===== src/rtl/tx_link_seq_pkg.sv =====
// Shared definitions for the transmit link sequencer: link state encoding and
// the 8b/10b control characters emitted during CGS and ILAS.
package tx_link_seq_pkg;

  typedef enum logic [1:0] {
    ST_CGS  = 2'd0,
    ST_ILAS = 2'd1,
    ST_DATA = 2'd2
  } link_state_e;

  localparam logic [7:0] K28_5 = 8'hBC;
  localparam logic [7:0] K28_0 = 8'h1C;
  localparam logic [7:0] K28_3 = 8'h7C;
  localparam logic [7:0] K28_4 = 8'h9C;

  localparam int CFG_OCTETS = 14;

endpackage


===== src/rtl/tx_link_seq.sv =====
// Transmit link sequencer: CGS comma stream, 4-multiframe ILAS and user data
// pass-through, all paced by a free-running LMFC octet counter.
module tx_link_seq
  import tx_link_seq_pkg::*;
#(
  parameter int F             = 2,
  parameter int K             = 32,
  parameter int SYNC_LOSS_CYC = 5
) (
  input  logic                      clk,
  input  logic                      rst_n,
  input  logic                      i_sync_n,
  input  logic [8*CFG_OCTETS-1:0]   i_cfg,
  input  logic [7:0]                i_data,
  input  logic                      i_vld,
  output logic                      o_ready,
  output logic [7:0]                o_data,
  output logic                      o_vld,
  output logic                      o_k,
  output logic [1:0]                o_state
);

  localparam int FK = F * K;
  localparam int LW = $clog2(FK);
  localparam int IW = ($clog2(4 * FK) > 8) ? $clog2(4 * FK) : 8;
  localparam int SW = $clog2(SYNC_LOSS_CYC + 1);

  localparam logic [LW-1:0] LMFC_LAST    = LW'(FK - 1);
  localparam logic [LW-1:0] CFG_LAST_OCT = LW'(CFG_OCTETS + 1);
  localparam logic [IW-1:0] MF1_FIRST    = IW'(FK);
  localparam logic [IW-1:0] MF2_FIRST    = IW'(2 * FK);
  localparam logic [IW-1:0] ILAS_LAST    = IW'(4 * FK - 1);
  localparam logic [SW-1:0] LOSS_MAX     = SW'(SYNC_LOSS_CYC);

  link_state_e     state_q, state_d;
  logic [LW-1:0]   lmfc_cnt;
  logic [IW-1:0]   ilas_idx, ilas_idx_d;
  logic [SW-1:0]   loss_cnt, loss_d;
  logic            sync_q;
  logic [7:0]      data_d;
  logic            k_d, vld_d;
  logic            lmfc_wrap, second_mf;
  logic [3:0]      cfg_sel;
  logic [15:0][7:0] cfg_ext;

  assign lmfc_wrap = (lmfc_cnt == LMFC_LAST);
  assign second_mf = (ilas_idx >= MF1_FIRST) && (ilas_idx < MF2_FIRST);
  assign cfg_ext   = {16'h0000, i_cfg};
  assign cfg_sel   = lmfc_cnt[3:0] - 4'd2;

  // NOTE: every output of this block gets a default before the case so that
  // no path leaves a variable unassigned, which would infer a latch.
  always_comb begin
    state_d    = state_q;
    ilas_idx_d = '0;
    loss_d     = '0;
    data_d     = 8'h00;
    k_d        = 1'b0;
    vld_d      = 1'b0;

    unique case (state_q)
      ST_CGS: begin
        data_d = K28_5;
        k_d    = 1'b1;
        vld_d  = 1'b1;
        if (lmfc_wrap && i_sync_n && sync_q) state_d = ST_ILAS;
      end
      ST_ILAS: begin
        vld_d = 1'b1;
        // ILAS starts on an LMFC boundary, so lmfc_cnt is the octet position
        // inside the current ILAS multiframe.
        if (lmfc_cnt == '0) begin
          data_d = K28_0;
          k_d    = 1'b1;
        end else if (lmfc_wrap) begin
          data_d = K28_3;
          k_d    = 1'b1;
        end else if (second_mf && lmfc_cnt == LW'(1)) begin
          data_d = K28_4;
          k_d    = 1'b1;
        end else if (second_mf && lmfc_cnt <= CFG_LAST_OCT) begin
          data_d = cfg_ext[cfg_sel];
        end else begin
          data_d = ilas_idx[7:0];
        end
        if (ilas_idx == ILAS_LAST) state_d = ST_DATA;
        else                       ilas_idx_d = ilas_idx + 1'b1;
      end
      ST_DATA: begin
        data_d = i_data;
        vld_d  = i_vld;
      end
      default: state_d = ST_CGS;
    endcase

    // Short SYNC~ pulses are error reports; only a sustained low restarts CGS.
    if (state_q != ST_CGS && !i_sync_n) begin
      loss_d = (loss_cnt == LOSS_MAX) ? LOSS_MAX : loss_cnt + 1'b1;
      if (loss_d == LOSS_MAX) begin
        state_d    = ST_CGS;
        ilas_idx_d = '0;
      end
    end
  end

  // NOTE: sequential state uses non-blocking assignments so every register
  // samples the pre-edge values, independent of statement order.
  always_ff @(posedge clk or negedge rst_n) begin
    if (!rst_n) begin
      state_q  <= ST_CGS;
      lmfc_cnt <= '0;
      ilas_idx <= '0;
      loss_cnt <= '0;
      sync_q   <= 1'b0;
    end else begin
      state_q  <= state_d;
      lmfc_cnt <= lmfc_wrap ? '0 : lmfc_cnt + 1'b1;
      ilas_idx <= ilas_idx_d;
      loss_cnt <= loss_d;
      sync_q   <= i_sync_n;
    end
  end

  // o_state tags the octet currently on o_data; o_ready tracks the state in
  // which i_data is being sampled.
  always_ff @(posedge clk or negedge rst_n) begin
    if (!rst_n) begin
      o_data  <= 8'h00;
      o_k     <= 1'b0;
      o_vld   <= 1'b0;
      o_ready <= 1'b0;
      o_state <= 2'd0;
    end else begin
      o_data  <= data_d;
      o_k     <= k_d;
      o_vld   <= vld_d;
      o_ready <= (state_d == ST_DATA);
      o_state <= state_q;
    end
  end

endmodule


===== config.mk =====
export PLATFORM = sky130hd
export DESIGN_NAME = tx_link_seq
export DESIGN_NICKNAME = d
export VERILOG_FILES = /design/src/rtl/tx_link_seq_pkg.sv /design/src/rtl/tx_link_seq.sv
export SDC_FILE = /design/constraint.sdc
export NUM_CORES = 1
export LEC_CHECK = 0
export CAP_MARGIN = 30
export CORE_ASPECT_RATIO = 0.9
export CORE_MARGIN = 4
export CORE_UTILIZATION = 40
export DETAILED_ROUTE_END_ITERATION = 8
export PLACE_DENSITY = 0.81
export SLEW_MARGIN = 20
export SYNTH_ARGS = -nofsm -noshare
export SYNTH_HDL_FRONTEND = slang
export SYNTH_SLANG_ARGS = --single-unit

===== constraint.sdc =====
create_clock -name clk -period 3.45 [get_ports clk]
set_clock_uncertainty 0.15 [all_clocks]
set_input_delay 0.69 -clock clk [delete_from_list [all_inputs] [get_ports clk]]
set_output_delay 0.69 -clock clk [all_outputs]
set_load 0.005 [all_outputs]

## After elaboration in Yosys (flattened, before gate mapping)

Cells that the tools add are included.

- Reduce and logical (&&, ||, !) cells: 11
- Add/subtract/negate cells: 4
- Eq/ne operators: 8
- Order comparisons: 4
- Mux-type cells: 24

Operator list:

| cell | count |
|---|---|
| two-way mux 8 bit | 9 |
| binary-select mux 8 bit (select 4 bit) | 1 |
| one-hot mux 8 bit (3 select lines) | 1 |
| adder 8 x 1 -> 8 bit, second input constant | 1 |
| equality test 8 bit, second input constant | 1 |
| >= comparator 8 x 7 -> 1 bit, second input constant | 1 |
| < comparator 8 bit, second input constant | 1 |
| two-way mux 2 bit | 4 |
| adder 6 x 1 -> 6 bit, second input constant | 1 |
| equality test 3 bit, second input constant | 2 |
| equality test 6 x 1 -> 1 bit, second input constant | 1 |
| equality test 6 bit, second input constant | 1 |
| less-or-equal comparator 6 x 4 -> 1 bit, second input constant | 1 |
| logical AND 1 bit | 6 |
| zero test 6 bit | 1 |
| two-way mux 3 bit | 2 |
| two-way mux 6 bit | 1 |
| one-hot mux 2 bit (3 select lines) | 1 |
| < comparator 4 x 5 -> 1 bit, second input constant | 1 |
| equality test 2 bit, second input constant | 2 |
| one-hot mux 1 bit (2 select lines) | 2 |
| subtractor 4 x 2 -> 4 bit, second input constant | 1 |
| adder 3 x 1 -> 3 bit, second input constant | 1 |
| two-way mux 1 bit | 3 |
| 5 further kinds | 5 |

- Register bits: 33
- Bits of input ports: 124
- Logic and storage cells: 61
- Output and inout port bits: 13

## Logic depth before layout (Yosys ltp)

- Depth in word-level cells: 8
- Mapped depth: 10
- Mapped depth without buffers: 7

## Worst setup path before layout

No wires, ideal clock.

- Kind: register to register
- From: register lmfc_cnt[1]
- To: register o_data[3]
- Required time: 3176 ps
- Stages on the path, launching flop included: 10
- Period minus slack after synthesis: 2403 ps
- Setup time: 124 ps
- Data arrival time: 2129 ps
- Slack: 1047 ps
- Buffers on the path: 3
- Cell sequence: dfrtp_1 -> buf_2 -> inv_1 -> ha_1 -> buf_2 -> buf_2 -> mux4_1 -> a221o_1 -> o211ai_1 -> a21oi_1

- Longest elaborated chain between the ends: 8
- Elaborated cells on any way between the ends: 14
- Those cells by class: add/sub (1); order compare (1); eq/ne (2); mux (7); reduce/logical (3)

RTL lines:

| item | line | text |
|---|---|---|
| start, declared | tx_link_seq.sv:36 | `logic [LW-1:0] lmfc_cnt;` |
| start signal, assigned | tx_link_seq.sv:117 | `lmfc_cnt <= lmfc_wrap ? '0 : lmfc_cnt + 1'b1;` |
| subtractor 4 x 2 -> 4 bit | tx_link_seq.sv:49 | `assign cfg_sel = lmfc_cnt[3:0] - 4'd2;` |
| binary-select mux 8 bit (select 4 bit) | tx_link_seq.sv:82 | `data_d = cfg_ext[cfg_sel];` |
| two-way mux 8 bit (implied by the code) | tx_link_seq.sv:82 |  |
| two-way mux 8 bit | tx_link_seq.sv:81 | `end else if (second_mf && lmfc_cnt <= CFG_LAST_OCT) begin` |
| two-way mux 8 bit | tx_link_seq.sv:78 | `end else if (second_mf && lmfc_cnt == LW'(1)) begin` |
| two-way mux 8 bit | tx_link_seq.sv:75 | `end else if (lmfc_wrap) begin` |
| two-way mux 8 bit (*) | tx_link_seq.sv:72 | `if (lmfc_cnt == '0) begin` |
| one-hot mux 8 bit (3 select lines) (*) | tx_link_seq.sv:61 | `unique case (state_q)` |
| via data_d[3] | tx_link_seq.sv:40 | `logic [7:0] data_d;` |
| end signal, assigned | tx_link_seq.sv:134 | `o_data <= data_d;` |
| end, declared | tx_link_seq.sv:17 | `output logic [7:0] o_data,` |

Mark *: on every way through the listed nets, which the timed path passes. The rest lies on a longest branch. The select of a mux whose other input is x is not followed.

## Worst setup path after layout

- From: register lmfc_cnt[2]
- To: register o_data[7]

Same word-level chain as after synthesis.

==> results.sh <==
export IMPL_run_status="finished, final reports clean"
export IMPL_synth_edf_count=0
export IMPL_maxSlewViolCount=0
export IMPL_cts_buffers=5
export IMPL_clockBufferDepth=2
export IMPL_cap_violations=0
export IMPL_peakVddDrop_uv=185
export IMPL_grt_pass1_vias=2670
export IMPL_crit_fanout=19
export IMPL_ys_seq_area_share_pct=32.2
export IMPL_cts_hold_buf=0
export IMPL_synth_avg_cell_area_um2=10.5
export IMPL_hold_viol=0
export IMPL_die_width_um=92.4
export IMPL_cellPowerDensity_nw_per_um2=245
export IMPL_num_rows=27
export IMPL_routedWlPerCell_um=17.6
export IMPL_h_tree_depth=2
export IMPL_crit_arrival_ps=2640
export IMPL_yosysMostFrequentCell="dfrtp_1"
export IMPL_first_pass_iters=6
export IMPL_timing_fmax_ghz=0.386
export IMPL_post_cts_setup_buffer_count=0
export IMPL_cts_repair_resized=0
export IMPL_insertion_delay_ps=290
export IMPL_synth_xor_area_share_pct=4.39
export IMPL_fin_tns_setup_ps=0
export IMPL_start_util_pct=41.5
export IMPL_grt_max_degree=34
export IMPL_critPathRequiredTime_ps=3500
export IMPL_synth_compound_area_share_pct=16.5
export IMPL_slew_headroom_pct=57.4
export IMPL_synthTopCellsByArea="dfrtp_1 (32%), mux4_2 (7.9%), mux2i_1 (7.0%), mux4_1 (5.1%), a21oi_1 (3.5%)"
export IMPL_holdPathEnd="state_q[0]$_DFF_PN0_"
export IMPL_core_area_um2=6180
export IMPL_drcViolationCount=0
export IMPL_yosysWarnings=0
export IMPL_antennaDiodeCount=0
export IMPL_hold_depth=2
export IMPL_synth_top_flop_cell="dfrtp_1"
export IMPL_rsz0062_at_grt="false"
export IMPL_synth_mux_area_share_pct=26.0
export IMPL_drive_above_1_share_pct=10.0
export IMPL_critPathSlowestCell="ha_1"
export IMPL_syn_nets=375
export IMPL_period_minus_slack_ps=2590
export IMPL_synth_async_reset_ratio_pct=100
export IMPL_path_clk_slew_ps=70
export IMPL_yosysTopAreaCell="dfrtp_1"
export IMPL_timing_worst_setup_path_type="flop to flop"
export IMPL_grt_usage_pct=20.5
export IMPL_crit_chain="inv_1 -> ha_1 -> nor2b_1 -> a221oi_1 -> o21ai_0 -> nand3_1 -> a31oi_1"
export IMPL_cts_root_buf="clkbuf_8"
export IMPL_reg2reg_from="lmfc_cnt[2]$_DFF_PN0_"
export IMPL_worstRegToRegCells=7
export IMPL_cp_slowest_stage_delay_ps=700
export IMPL_die_area_um2=7760
export IMPL_synth_common_cells="dfrtp_1 (33), nor2_1 (24), a21oi_1 (18), mux2i_1 (18), nand2_1 (12)"
export IMPL_worst_setup_path_end_kind="flop"
export IMPL_setup_viol=0
export IMPL_syn_to_final_growth_pct=58.6
export IMPL_dieHeight_um=84.0
export IMPL_drt_vias_per_instance=5.46
export IMPL_worstMarginPinSlew_ps=637
export IMPL_ioPinCount=137
export IMPL_drt_iter0_drc=171
export IMPL_r2r_end="o_data[7]$_DFF_PN0_"
export IMPL_cts_tree="yes"
export IMPL_syn_inst=245
export IMPL_num_vias=2550
export IMPL_io_buffer_count=136
export IMPL_leakagePower_nw=1.70
export IMPL_cts_sinks=33
export IMPL_period_share_pct=75.1
export IMPL_synth_top_area_share_pct=32.2
export IMPL_hpwl_um=6860
export IMPL_r2r_slack_ps=860
export IMPL_hold_start="sync_q$_DFF_PN0_"
export IMPL_place_gp_congestion=0.876
export IMPL_nets=509
export IMPL_synthSimpleGateAreaFrac_pct=12.2
export IMPL_grt_pass1_wl_um=12500
export IMPL_synthAdderAreaFrac_pct=2.93
export IMPL_antenna_found_initial=0
export IMPL_hp_class="flop to flop"
export IMPL_ys_ff_latch=33
export IMPL_yosysUniqueCellTypes=50
export IMPL_grt_overflow_total=0
export IMPL_p_total_mw=0.995
export IMPL_startpoint_type="flop"
export IMPL_routed_wl_um=8210
export IMPL_syn_area_um2=2560
export IMPL_detail_route_antenna_nets=0
export IMPL_synth_top_family_by_area="multiplexers"
worst max-delay path: cells and delay by family, from the launching register on:
family	cells	cell delay (ps)
AOI/OAI and AO/OA	3	580
adders and majority gates	1	700
buffers and inverters	1	70
DFF	1	440
and+or+nand+nor	2	570
metal layers:
metal  GRT usage [%]  share of wire, %
met5               0                 0
met4            6.48               2.1
met3            5.77               8.7
met2            37.5                53
met1            22.7                36
placed cells by master, fill, tap and decap left out, drive strengths merged, types with 2 or more instances in the layout:
master,Yosys,final
mux4,14,14
o21ai,14,14
a21o,3,3
xnor2,4,4
or2,2,2
a211oi,2,2
nand2,12,12
a21oi,18,18
ha,6,6
or3,2,2
buf,10,4
a222oi,2,2
nor2b,3,3
xor2,8,8
nand3,10,10
mux2,13,13
dfrtp,33,33
and3,4,4
o211ai,2,2
a221oi,2,2
o22ai,3,3
nand2b,3,3
mux2i,18,18
clkdlybuf4s50,0,136
a31oi,4,4
a221o,2,2
nor2,24,24
a21boi,3,3
inv,9,9
clkbuf,3,5
registers in the layout (all words and copies together) (netlist names):
name and flops:
o_data 8, o_ready 1, o_state 2, lmfc_cnt 6, o_vld 1, state_q 2, loss_cnt 3, sync_q 1
ilas_idx 8, o_k 1
logic make-up after synthesis:
logic type	Yosys count
and+or+nand+nor	65
DFF	33
AOI/OAI and AO/OA	62
adders and majority gates	6
xor gates and xnor gates	12
buffers and inverters	22
muxes	45
cell type report:
class	instances	area [um2]
Multi-Input combinational cell	190	1590
Clock buffer	5	68.8
Clock inverter	3	46.3
Tap cell	87	109
Timing Repair Buffer	140	1390
Fill cell	482	2110
Sequential cell	33	827
Inverter	9	33.8
worst max path at each step:
| stage | from | to | slack (ps) | cells after the start |
|---|---|---|---|---|
| floorplan | lmfc_cnt[1]$_DFF_PN0_ | o_data[3]$_DFF_PN0_ | 1050 | 9 |
| global placement | i_cfg[78] | o_data[6]$_DFF_PN0_ | 960 | 5 |
| detailed placement | lmfc_cnt[2]$_DFF_PN0_ | o_data[7]$_DFF_PN0_ | 930 | 7 |
| CTS | lmfc_cnt[2]$_DFF_PN0_ | o_data[7]$_DFF_PN0_ | 900 | 7 |
| global route | lmfc_cnt[2]$_DFF_PN0_ | o_data[2]$_DFF_PN0_ | 690 | 7 |
| finish | lmfc_cnt[2]$_DFF_PN0_ | o_data[7]$_DFF_PN0_ | 860 | 7 |
stage by stage:
| stage | hold WS, ps | instance area [um2] | utilization [%] | setup WS [ps] | instances |
|---|---|---|---|---|---|
| after global routing | 402 | 4070 | 65.8 | 688 | 467 |
| final | 366 | 4070 | 65.8 | 860 | 467 |
| after floorplan | 244 | 2560 | - | 1050 | 245 |
| after global placement | 336 | 3950 | 64.0 | 957 | 459 |
| after CTS | 365 | 4070 | 65.8 | 904 | 467 |
| after detailed placement | 350 | 3950 | 64.0 | 927 | 459 |
where the power goes:
part	switching, mW	leakage [nW]	internal, mW
combinational	0.0544	1.23	0.167
clock	0.151	0.0543	0.216
sequential	0.00850	0.409	0.398
Note: power is estimated with default switching activity, not from simulation.
